**config.mk**
```make
export PLATFORM = sky130hd
export DESIGN_NAME = mul32_seq
export DESIGN_NICKNAME = d
export VERILOG_FILES = /design/src/rtl/mul32_seq.sv
export SDC_FILE = /design/constraint.sdc
export NUM_CORES = 1
export LEC_CHECK = 0
export BUFFER_PORTS_ARGS = -buffer_cell sky130_fd_sc_hd__buf_2
export CORE_UTILIZATION = 25
export DETAILED_ROUTE_END_ITERATION = 12
export SYNTH_ARGS = -nofsm -noshare
export SYNTH_HDL_FRONTEND = slang
export SYNTH_SLANG_ARGS = --single-unit
```
**constraint.sdc**
```tcl
create_clock -name clk -period 6.25 [get_ports clk]
set_clock_uncertainty 0.1 [all_clocks]
set_input_delay 0.3125 -clock clk [delete_from_list [all_inputs] [get_ports clk]]
set_output_delay 0.3125 -clock clk [all_outputs]
set_load 0.05 [all_outputs]
```
**src/rtl/mul32_seq.sv**
```systemverilog
// mul32_seq: iterative 32x32 -> 64 multiplier, one shift-add step per cycle.
// Ports: clk, rst (sync, active high), start/sgn/A/B request a multiply;
//        hi/lo hold the last 64-bit product, busy marks RUN/DONE,
//        done pulses for one cycle when hi/lo are updated.
// Config: define SIGNED_MUL_EN to enable the signed path (sgn=1);
//         without it sgn is ignored and every multiply is unsigned.
module mul32_seq (
    input  logic        clk,
    input  logic        rst,
    input  logic        start,
    input  logic        sgn,
    input  logic [31:0] A,
    input  logic [31:0] B,
    output logic [31:0] hi,
    output logic [31:0] lo,
    output logic        busy,
    output logic        done
);

    typedef enum logic [1:0] {
        IDLE = 2'd0,
        RUN  = 2'd1,
        DONE = 2'd2
    } state_t;

    state_t state;
    state_t state_nxt;

    logic [31:0] mcand;
    logic [31:0] p_hi;
    logic [31:0] p_lo;
    logic [4:0]  cnt;
    logic [32:0] sum;
    logic [31:0] a_mag;
    logic [31:0] b_mag;
    logic [63:0] res;

`ifdef SIGNED_MUL_EN
    logic neg;
    logic neg_in;

    // Signed operands are reduced to magnitudes; 0x80000000 maps to
    // itself, which is the correct unsigned magnitude.
    always_comb begin
        a_mag  = (sgn && A[31]) ? (~A + 32'd1) : A;
        b_mag  = (sgn && B[31]) ? (~B + 32'd1) : B;
        neg_in = sgn & (A[31] ^ B[31]);
    end

    always_ff @(posedge clk) begin
        if (rst) begin
            neg <= 1'b0;
        end else if (state == IDLE && start) begin
            neg <= neg_in;
        end
    end

    assign res = neg ? (~{p_hi, p_lo} + 64'd1) : {p_hi, p_lo};
`else
    logic unused_sgn;

    assign unused_sgn = sgn;
    assign a_mag      = A;
    assign b_mag      = B;
    assign res        = {p_hi, p_lo};
`endif

    assign busy = (state != IDLE);

    // 33-bit add keeps the true carry-out, which becomes bit 63
    // after the right shift.
    assign sum = {1'b0, p_hi} + (p_lo[0] ? {1'b0, mcand} : 33'd0);

    always_ff @(posedge clk) begin
        if (rst) begin
            state <= IDLE;
        end else begin
            state <= state_nxt;
        end
    end

    always_comb begin
        state_nxt = state;
        unique case (state)
            IDLE: begin
                if (start) begin
                    state_nxt = RUN;
                end
            end
            RUN: begin
                if (cnt == 5'd31) begin
                    state_nxt = DONE;
                end
            end
            DONE: begin
                state_nxt = IDLE;
            end
            default: begin
                state_nxt = IDLE;
            end
        endcase
    end

    // hi/lo are written only when leaving DONE, so partial products
    // never show and an aborted operation leaves no trace.
    always_ff @(posedge clk) begin
        if (rst) begin
            mcand <= '0;
            p_hi  <= '0;
            p_lo  <= '0;
            cnt   <= '0;
            hi    <= '0;
            lo    <= '0;
            done  <= 1'b0;
        end else begin
            done <= 1'b0;
            unique case (state)
                IDLE: begin
                    if (start) begin
                        mcand <= a_mag;
                        p_hi  <= '0;
                        p_lo  <= b_mag;
                        cnt   <= '0;
                    end
                end
                RUN: begin
                    p_hi <= sum[32:1];
                    p_lo <= {sum[0], p_lo[31:1]};
                    cnt  <= cnt + 5'd1;
                end
                DONE: begin
                    hi   <= res[63:32];
                    lo   <= res[31:0];
                    done <= 1'b1;
                end
                default: begin
                end
            endcase
        end
    end

endmodule

```
## Yosys cells after proc, flatten, opt, wreduce, memory -nomap -nowiden

Cells that the tools add are included.

- Flip-flop bits (word level): 168
- Word-level logic and storage cells: 32

- Muxes and demuxes: 11
- Equal/unequal tests: 5
- Reductions and logical operators: 6
- $add $sub $neg: 2

Operators with widths:

| kind | number |
|---|---|
| 32-bit case mux with 2 select lines | 2 |
| 32-bit two-way mux | 3 |
| 32-bit by 32-bit adder with 33-bit output | 1 |
| 5-bit case mux with 2 select lines | 1 |
| 2-bit AND reduction | 3 |
| 5-bit by 1-bit adder with 5-bit output (second input constant) | 1 |
| 5-bit == test (second input constant) | 1 |
| 5-bit two-way mux | 1 |
| 2-bit two-way mux | 2 |
| 2-bit inequality test (second input constant) | 2 |
| 2-bit case mux with 2 select lines | 1 |
| 2-bit nonzero test | 2 |
| 2-bit by 1-bit == test with 1-bit output (second input constant) | 1 |
| 2-bit == test (second input constant) | 1 |
| 2-bit zero test | 1 |
| 1-bit two-way mux | 1 |

## Depth between registers and ports, before layout

Gate-level depths: netlist of the first run.

- Depth after elaboration: 3
- Mapped depth: 12
- Mapped depth without buffers: 12

## Least setup slack after synthesis of the first run

No wires, ideal clock.

- Path kind: register to register
- Start: register p_lo[0]
- End: register p_hi[26]
- Required time: 6.023 ns
- Data arrival time: 2.372 ns
- Path slack: 3.651 ns
- Period minus slack after synthesis: 2.599 ns
- Stages on the path, launching flop included: 12
- Buffers on the path: 1
- Cells stage by stage: dfxtp_1 clkbuf_1 and2_1 ha_1 a21o_1 a31o_1 a41oi_2 a41oi_2 a31o_2 a211oi_2 xor2_1 o21ai_1

- Cells in the longest elaborated chain, start to end: 3

RTL lines:

| element | RTL line | RTL |
|---|---|---|
| start, declared | 31 | `logic [31:0] p_lo;` |
| start signal, assigned | 122 | `p_lo <= b_mag;` |
| start signal, assigned | 128 | `p_lo <= {sum[0], p_lo[31:1]};` |
| 32-bit two-way mux | 72 | `assign sum = {1'b0, p_hi} + (p_lo[0] ? {1'b0, mcand} : 33'd0);` |
| 32-bit by 32-bit adder with 33-bit output | 72 |  |
| 32-bit case mux with 2 select lines | 117 | `unique case (state)` |
| end signal, assigned | 127 | `p_hi <= sum[32:1];` |
| end, declared | 30 | `logic [31:0] p_hi;` |

Every way passes these cells.
A chain may end at the register's enable or synchronous reset.

## Worst setup path in the final report of the first run

- Start: register p_lo[0]
- End: register p_hi[27]

The elaborated chain is that of the path after synthesis.

==> results.toml, run 1 <==
[outcome]
status = "completed"

[cts]
clk_latency_ns = 0.44
cts.clk_slew.worst_paths_ns = 0.07
clk_path_buf_depth = 2
cts_hold_buf = 23
cts_resized = 0
cts_buffers = 17
postCtsSetupRepairBufs = 0
clock_sinks = 168
root_buffer = "clkbuf_16"
htreeDepth = 4
cts_tree = "yes"

[power_and_ir_drop]
total_power_mw = 2.45
p_leak_nw = 4.02
ir_drop_v = 0.000191
powerDensity_mw_per_mm2 = 248

[run]
max-cap-violations = 0

[logic_synthesis]
ys_warn_count = 0
syn_inst = 1048
dominantRegCellSynth = "dfxtp_1"
yosysTopAreaCell = "dfxtp_1"
synth_area_mm2 = 0.00803
yosysMostFrequentCell = "nand2_1"
ys_ff_latch = 168
synthesis.nets = 1151
synth_area_leaders = "dfxtp_1, nand2_1, a21oi_1"
synth_common_cells = "nand2_1, dfxtp_1, a21oi_1"
synth_edf_count = 0
async_flop_share_pct = 0
yosysUniqueCellTypes = 59
syn_area_per_cell_um2 = 7.66
seq_area_frac_synth_pct = 41.9
synth_top_area_share_pct = 41.9

[layout]
drive_above_1_share_pct = 16.2
nets = 1266
syn2layout_area_growth_pct = 22.7
regArea_mm2 = 0.00336
fillers = 3426
multi_input_area_mm2 = 0.00437
n_antenna_cell = 0

[detailed_routing]
ant_nets = 0
drtIter0Drc = 505
drc_errors = 0
drtPass1Iterations = 5
wl_per_cell_um = 13.8
vias_per_cell = 4.67
via_count = 7362
wl_mm = 21.8

[die]
initial_core_util_pct = 25.4
ios = 134
die-width_um = 181
dieArea_mm2 = 0.0328
core.rowCount = 65
core_mm2 = 0.0316
die_y_um = 181

[grt]
overflow = 0
antenna_found_initial = 0
grt_use_total_pct = 13.8
grt_pass1_wl_mm = 36.3
grt_pass1_vias = 7080
grt_start_max_net_pins = 84

[place]
dp_hpwl_mm = 14.7
gp_congestion = 0.838
port_buffers = 132

[worst_setup_path]
worst_r2r_path_depth = 11
end_kind = "register"
crit_required_ns = 6.44
cp.arrival_ns = 3.29
reg2reg_from = "p_lo[0]"
crit_type = "register to register"
rrSetupSlack_ns = 3.16
cp-start-kind = "register"
cp_max_fo = 34
r2r_end = "p_hi[27]"

[timing]
rsz0062_at_grt = "false"
setup_viol = 0
finalCriticalPeriod_ns = 3.09
finalMaxSlewViolations = 0
relSlewSlack_pct = 36.2
hold_viol_final = 0
min_period_over_period_pct = 49.5
worstMarginPinSlew_ns = 0.957
fin_tns_setup_ns = 0
max_freq_mhz = 323

[worst_hold_path]
holdPathEnd = "mcand[29]"
min_path_type = "input pin to register"
hold_depth = 3
min_from = "A[29]"
cell usage in the layout (no fill, tap or decap), drive strengths merged, types with 4 or more instances in the layout:
cell type / count
o21a: 6
a21oi: 145
xnor2: 14
ha: 34
a311oi: 33
nor2b: 5
dlygate4sd3: 23
and2: 35
clkbuf: 19
a31oi: 8
nand3: 21
nand4: 4
nor2: 68
inv: 14
a21o: 15
and3: 6
nand2: 313
o21bai: 5
o21ai: 27
a211oi: 4
nor3: 8
nand2b: 5
xor2: 11
buf: 142
dfxtp: 168
metal layers:
| layer | GRT usage (%) | routed length, um |
|---|---|---|
| met1 | 18.4 | 10800 |
| met3 | 2.96 | 824 |
| met5 | 0 | 0 |
| met2 | 21.8 | 9870 |
| met4 | 4.64 | 343 |
critical path, cell delays in order (launching register included):
cell	delay [ns]
dfxtp_1	0.31
buf_4	0.32
and2_1	0.19
ha_1	0.26
nor2b_1	0.16
o2111ai_1	0.29
nand3b_1	0.15
a211oi_1	0.42
o21a_1	0.34
a21oi_2	0.12
xnor2_1	0.17
o21ai_1	0.07
through the flow:
| step | cell area (um2) | setup slack (ns) | hold WS (ns) | utilization [%] | cells |
|---|---|---|---|---|---|
| 2_1_floorplan | 8030 | 3.65 | 0.329 | - | 1048 |
| 3_3_place_gp | 9010 | 3.20 | 0.340 | 28.6 | 1523 |
| 3_5_place_dp | 9010 | 3.16 | 0.343 | 28.6 | 1523 |
| 4_1_cts | 9850 | 3.14 | 0.000211 | 31.2 | 1578 |
| 5_1_grt | 9850 | 2.92 | 0.00901 | 31.2 | 1578 |
| 6_report | 9850 | 3.16 | 0.0183 | 31.2 | 1578 |
kinds of logic (layout without fill, tap and decap cells):
family | count (synthesis) | in the layout | share of synthesized area (%)
and+or+nand+nor | 474 | 474 | 24.9
xor gates and xnor gates | 25 | 25 | 2.73
DFF | 168 | 168 | 41.9
AOI/OAI and AO/OA | 265 | 265 | 20.7
adders and majority gates | 35 | 35 | 5.55
muxes | 3 | 3 | 0.374
buffers and inverters | 78 | 206 | 3.80
cell type report:
cell class	instances	area share, %
Multi-Input combinational cell	802	44.4
Clock buffer	19	4.50
Sequential cell	168	34.1
Clock inverter	13	1.69
Tap cell	402	5.11
Timing Repair Buffer	165	9.83
Inverter	9	0.343
worst max-delay path by stage:
| stage | startpoint | cells past startpoint | slack (ns) | to |
|---|---|---|---|---|
| global placement | p_lo[0] | 13 | 3.20 | p_hi[27] |
| global route | p_lo[0] | 13 | 2.92 | p_hi[31] |
| CTS | p_lo[0] | 13 | 3.14 | p_hi[27] |
| finish | p_lo[0] | 11 | 3.16 | p_hi[27] |
| detailed placement | p_lo[0] | 13 | 3.16 | p_hi[27] |
| floorplan | p_lo[0] | 11 | 3.65 | p_hi[26] |
sequential cells by signal, indices dropped and copies added (netlist names):
signal  flops
p_hi       32
hi         32
lo         32
state       2
cnt         5
done        1
p_lo       32
mcand      32
where the power goes:
group / switching (mW) / internal (mW)
Clock: 0.466 / 0.645
Combinational: 0.128 / 0.0745
Sequential: 0.0254 / 1.11
(Power assumes the default switching activity.)
==> inputs of run 2 (changes only) <==
==> constraint.sdc (replaced) <==
create_clock -name clk -period 3.11 [get_ports clk]
set_clock_uncertainty 0.1 [all_clocks]
set_input_delay 0.1555 -clock clk [delete_from_list [all_inputs] [get_ports clk]]
set_output_delay 0.1555 -clock clk [all_outputs]
set_load 0.05 [all_outputs]
==> run 2 against run 1 <==
Compared with the run above:
- final area rose by 5.3%
- largest power group is now the clock network
- global-route usage is 0.13 points lower
- non-clock buffer count increased by 52
==> results.toml, run 2 (synthesis results as in run 1) <==
[grt]
overflow = 0
grt_start_max_net_pins = 65
grt_pass1_vias = 7255
met3_usage_pct = 2.54
busiest_layer = "met2"
grt_pass1_wl_mm = 36.4
grt_use_total_pct = 13.6
use_met2_pct = 21.9
antenna_found_initial = 0
grtUsageMet1_pct = 18.6

[timing]
finalMaxSlewViolations = 0
rsz0062_at_grt = "false"
fin_tns_setup_ns = 0
worst_slack_ns = 0.203
setup_viol = 0
holdWs_ns = 0.0304
relSlewSlack_pct = 33.6
max_freq_mhz = 344
worstMarginPinSlew_ns = 0.991
finalCriticalPeriod_ns = 2.91
min_period_over_period_pct = 93.5
hold_viol_final = 0

[worst_hold_path]
hold_depth = 2
min_path_type = "input pin to register"
holdPathEnd = "lo[16]"
min_from = "rst"

[worst_setup_path]
max_stage_delay_ns = 0.41
cp.arrival_ns = 3.12
cp-start-kind = "register"
cp_max_fo = 15
worst_r2r_path_depth = 11
crit_required_ns = 3.32
r2r_end = "p_hi[27]"
end_kind = "register"
rrSetupSlack_ns = 0.20
crit_type = "register to register"
reg2reg_from = "p_lo[0]"
cp_cell_sequence = "buf_4 -> and2_1 -> ha_1 -> nor2b_1 -> o2111ai_1 -> nand3b_1 -> a211oi_1 -> o21a_1 -> a21oi_2 -> xnor2_1 -> o21ai_1"
crit_slowest_cell = "a211oi_1"

[layout]
final_area_mm2 = 0.0104
syn2layout_area_growth_pct = 29.3
nets = 1318
n_antenna_cell = 0
final_cells = 1630
final_cell_mix = "nand2_1, dfxtp_1, a21oi_1"
drive_above_1_share_pct = 16.4
layout_commonest_cell = "nand2_1"

[cts]
cts_resized = 0
postCtsSetupRepairBufs = 0
htreeDepth = 4
clk_path_buf_depth = 2
cts_tree = "yes"
root_buffer = "clkbuf_16"
cts_buffers = 17
clk_latency_ns = 0.43
clock_sinks = 168
cts.clk_slew.worst_paths_ns = 0.07

[place]
port_buffers = 132
place_ws_ns = 0.241
place_inst = 1533
dp_hpwl_mm = 15.4
dpl_cell_area_mm2 = 0.00909
gp_congestion = 0.848

[power_and_ir_drop]
p_int_mw = 3.79
switchingPower_mw = 1.29
seqPwrFrac_pct = 44.8
powerDensity_mw_per_mm2 = 490
combPwrFrac_pct = 9.0
ir_drop_v = 0.000373
sw_frac_of_total_pct = 25.4
p_leak_nw = 4.26
pwr-share-clk_pct = 46.2

[detailed_routing]
vias_per_cell = 4.70
drtIter0Drc = 450
drtPass1Iterations = 5
via_count = 7658
wl_mm = 22.4
ant_nets = 0
drc_errors = 0
wl_per_cell_um = 13.8

[die]
ios = 134
die-width_um = 181
initial_core_util_pct = 25.4
dieArea_mm2 = 0.0328
die_y_um = 181
core.rowCount = 65
core_mm2 = 0.0316

[run]
max-cap-violations = 0

[outcome]
status = "completed"
[run 2: changes by cell type in the layout (fill, tap and decap cells not counted)]
cell / before / now
inv_8: 1 / 3
clkinv_2: 3 / 1
dlygate4sd3_1: 23 / 65
buf_4: 11 / 21
bufinv_16: 3 / 4
clkbuf_8: 1 / 0
[run 2: critical path, delay by kind of cell, from the launching register on]
kind / cells / cell delay, ns
AO/OA/AOI/OAI: 5 / 1.24
AND/OR/NAND/NOR: 3 / 0.47
flip-flops: 1 / 0.33
adder cells (fa/ha/maj): 1 / 0.32
buffers and inverters: 1 / 0.18
XOR/XNOR: 1 / 0.15
[run 2: repair_timing]
item,in CTS,in global routing
hold endpoints to repair,64,0
hold buffers,65,0
endpoints found under the setup margin,0,0
[run 2: routing by layer]
| layer | wire length, um | vias up |
|---|---|---|
| met5 | 0 | - |
| met4 | 176 | 0 |
| met3 | 939 | 15 |
| met2 | 10200 | 188 |
| met1 | 11100 | 3539 |
| li1 | - | 3916 |
[run 2: metrics by stage]
step	total power, mW	util [%]
final	5.08	32.9
after global routing	5.29	32.9
after CTS	5.14	32.9
after detailed placement	2.72	28.8
after global placement	2.71	28.8
after floorplan	2.58	-
[run 2: worst max-delay path by stage]
stage,cells after the start,slack (ns),startpoint,end
global route,11,0.02,p_lo[0],p_hi[27]
CTS,11,0.21,p_lo[0],p_hi[27]
global placement,11,0.29,p_lo[0],p_hi[27]
floorplan,11,0.51,p_lo[0],p_hi[26]
finish,11,0.20,p_lo[0],p_hi[27]
detailed placement,11,0.24,p_lo[0],p_hi[27]
[run 2: final cells by class]
type / instances / area (um2)
fillers: 3371 / 21200
inverters: 9 / 33.8
flip-flops and latches: 168 / 3360
repair buffers: 217 / 1460
well taps: 402 / 503
clock inverters: 14 / 209
clock buffers: 18 / 429
multi-input cells: 802 / 4370
[run 2: power by group through the flow]
stage	Clock, mW	Combinational [mW]	Sequential, mW
floorplan	0	0.264	2.31
global placement	0	0.389	2.32
detailed placement	0	0.394	2.33
CTS	2.40	0.461	2.28
global route	2.50	0.507	2.29
finish	2.35	0.455	2.28
==> inputs of run 3 (changes only) <==
--- a/config.mk
+++ b/config.mk
@@ -8,6 +8,7 @@
 export BUFFER_PORTS_ARGS = -buffer_cell sky130_fd_sc_hd__buf_2
 export CORE_UTILIZATION = 25
 export DETAILED_ROUTE_END_ITERATION = 12
+export GPL_TIMING_DRIVEN = 0
 export SYNTH_ARGS = -nofsm -noshare
 export SYNTH_HDL_FRONTEND = slang
 export SYNTH_SLANG_ARGS = --single-unit
==> run 3 against run 2 <==
Compared with the run above:
- clock power shrank 8%
- flip-flop and latch count unchanged
- total power fell by 3.2%
- final area grew 0.69%
- worst setup slack improved by 0.0035 ns
- die area unchanged
- via count rose by 3.5%
- global-route usage up 1.4 points
- clock-buffer cell count is 1 lower
- utilization grew 0.23 points
- first-iteration DRC count grew 11%
- highest routed layer unchanged
==> results.toml, run 3 (synthesis results as in run 1) <==
[outcome]
status = "completed"

[worst_hold_path]
min_path_type = "input pin to register"
min_from = "start"

[grt]
grt_start_max_net_pins = 20
grt_pass1_vias = 7585
overflow = 0
grt_use_total_pct = 15.1
grt_pass1_wl_mm = 39.2
antenna_found_initial = 1

[layout]
final_cell_mix = "nand2_1, dfxtp_1, a21oi_1"
final_util_pct = 33.1
nets = 1365
final_area_mm2 = 0.0104
syn2layout_area_growth_pct = 30.2
final_cells = 1678
layout_commonest_cell = "nand2_1"
drive_above_1_share_pct = 14.8

[worst_setup_path]
worst_r2r_path_depth = 11
end_kind = "register"
cp-start-kind = "register"
critPathCapture = "p_hi[28]"
reg2reg_from = "p_lo[0]"
crit_required_ns = 3.33
cp-startpoint = "p_lo[0]"
cp.arrival_ns = 3.12
rrSetupSlack_ns = 0.21
cp_max_fo = 10
crit_type = "register to register"
r2r_end = "p_hi[28]"

[timing]
finalCriticalPeriod_ns = 2.90
worst_slack_ns = 0.207
finalMaxSlewViolations = 0
worstMarginPinSlew_ns = 0.941
setup_viol = 0
min_period_over_period_pct = 93.3
rsz0062_at_grt = "false"
hold_viol_final = 0
max_freq_mhz = 344
relSlewSlack_pct = 36.9

[power_and_ir_drop]
powerDensity_mw_per_mm2 = 471
ir_drop_v = 0.000393
p_leak_nw = 4.25

[cts]
cts_buffers = 17
clk_path_buf_depth = 2
root_buffer = "clkbuf_16"
clk_latency_ns = 0.44
htreeDepth = 4
clock_sinks = 168
cts.clk_slew.worst_paths_ns = 0.07
cts_tree = "yes"

[detailed_routing]
vias_per_cell = 4.72
ant_nets = 0
drtIter0Drc = 498
drtPass1Iterations = 7
via_count = 7925
wl_per_cell_um = 14.7
drc_errors = 0
wl_mm = 24.7

[die]
ios = 134
core_mm2 = 0.0316
die_y_um = 181
die-width_um = 181
initial_core_util_pct = 25.4
dieArea_mm2 = 0.0328
core.rowCount = 65

[place]
gp_congestion = 0.865
place_ws_ns = -0.0709
dpl_cell_area_mm2 = 0.00919
dp_hpwl_mm = 18.4
place_inst = 1581
port_buffers = 131

[run]
max-cap-violations = 0
-- run 3: changes by cell type in the layout (fill, tap and decap cells not counted), moves of 3 or more --
| cell | delta |
|---|---|
| bufinv_16 | -4 |
| buf_4 | -21 |
| buf_1 | +8 |
| clkbuf_1 | +52 |
| buf_2 | +7 |
| inv_6 | -3 |
| clkinv_8 | +3 |
| inv_8 | +5 |
-- run 3: final cells by class --
type                    count  area [um2]
clock buffers              17         425
fillers                  3388       21100
flip-flops and latches    168        3360
clock inverters            15         173
repair buffers            195        1300
well taps                 402         503
plain buffers              69         275
inverters                   9        33.8
multi-input cells         802        4370
diodes                      1        2.50
-- run 3: worst max-delay path, cell delays in order, from the launching register on --
cell and delay (ns):
dfxtp_2 0.41, buf_2 0.23, and2_1 0.16, ha_1 0.29, a21o_1 0.21, a31o_1 0.26, nor2_2 0.12, a41oi_2 0.16
and3_1 0.26, a31oi_1 0.24, mux2i_1 0.10, a221o_1 0.26
-- run 3: worst min path at each step --
| stage | endpoint | cells after the start | slack, ns |
|---|---|---|---|
| after floorplan | mcand[0] | 2 | 0.19 |
| after global placement | mcand[16] | 3 | 0.30 |
| after detailed placement | mcand[20] | 3 | 0.30 |
| after CTS | p_hi[13] | 5 | 0.25 |
| after global routing | p_hi[8] | 5 | 0.30 |
| final | p_hi[14] | 5 | 0.28 |
-- run 3: repair_timing --
| action | in CTS | in global routing |
|---|---|---|
| endpoints found under the hold margin | 64 | 0 |
| hold buffers | 64 | 0 |
| cloned | 0 | 0 |
| buffers inserted | 0 | 0 |
| setup endpoints to repair | 8 | 13 |
| gates resized for setup | 3 | 8 |
-- run 3: power breakdown --
| part | internal (mW) | switching, mW | leakage [nW] | total (mW) |
|---|---|---|---|---|
| registers | 2.23 | 0.0539 | 1.37 | 2.28 |
| logic | 0.191 | 0.287 | 2.59 | 0.478 |
| clock network | 1.09 | 1.07 | 0.291 | 2.16 |
| total | 3.51 | 1.41 | 4.25 | 4.92 |
-- run 3: metal layers --
layer | up-vias | GRT usage (%) | part of all wire [%] | wire length, um
met5 | - | 0 | 0 | 0
met4 | 0 | 4.17 | 1.2 | 303
met3 | 18 | 2.96 | 4.7 | 1150
met2 | 201 | 25.1 | 46 | 11300
met1 | 3699 | 19.6 | 48 | 11900
li1 | 4007 | - | - | -
-- run 3: metrics by stage --
stage	hold slack [ns]	total power, mW	setup TNS [ns]
after global placement	0.304	2.73	-0.211
after CTS	0.247	4.97	0
after detailed placement	0.304	2.74	-0.216
after global routing	0.297	5.14	0
final	0.284	4.92	0
after floorplan	0.191	2.58	0
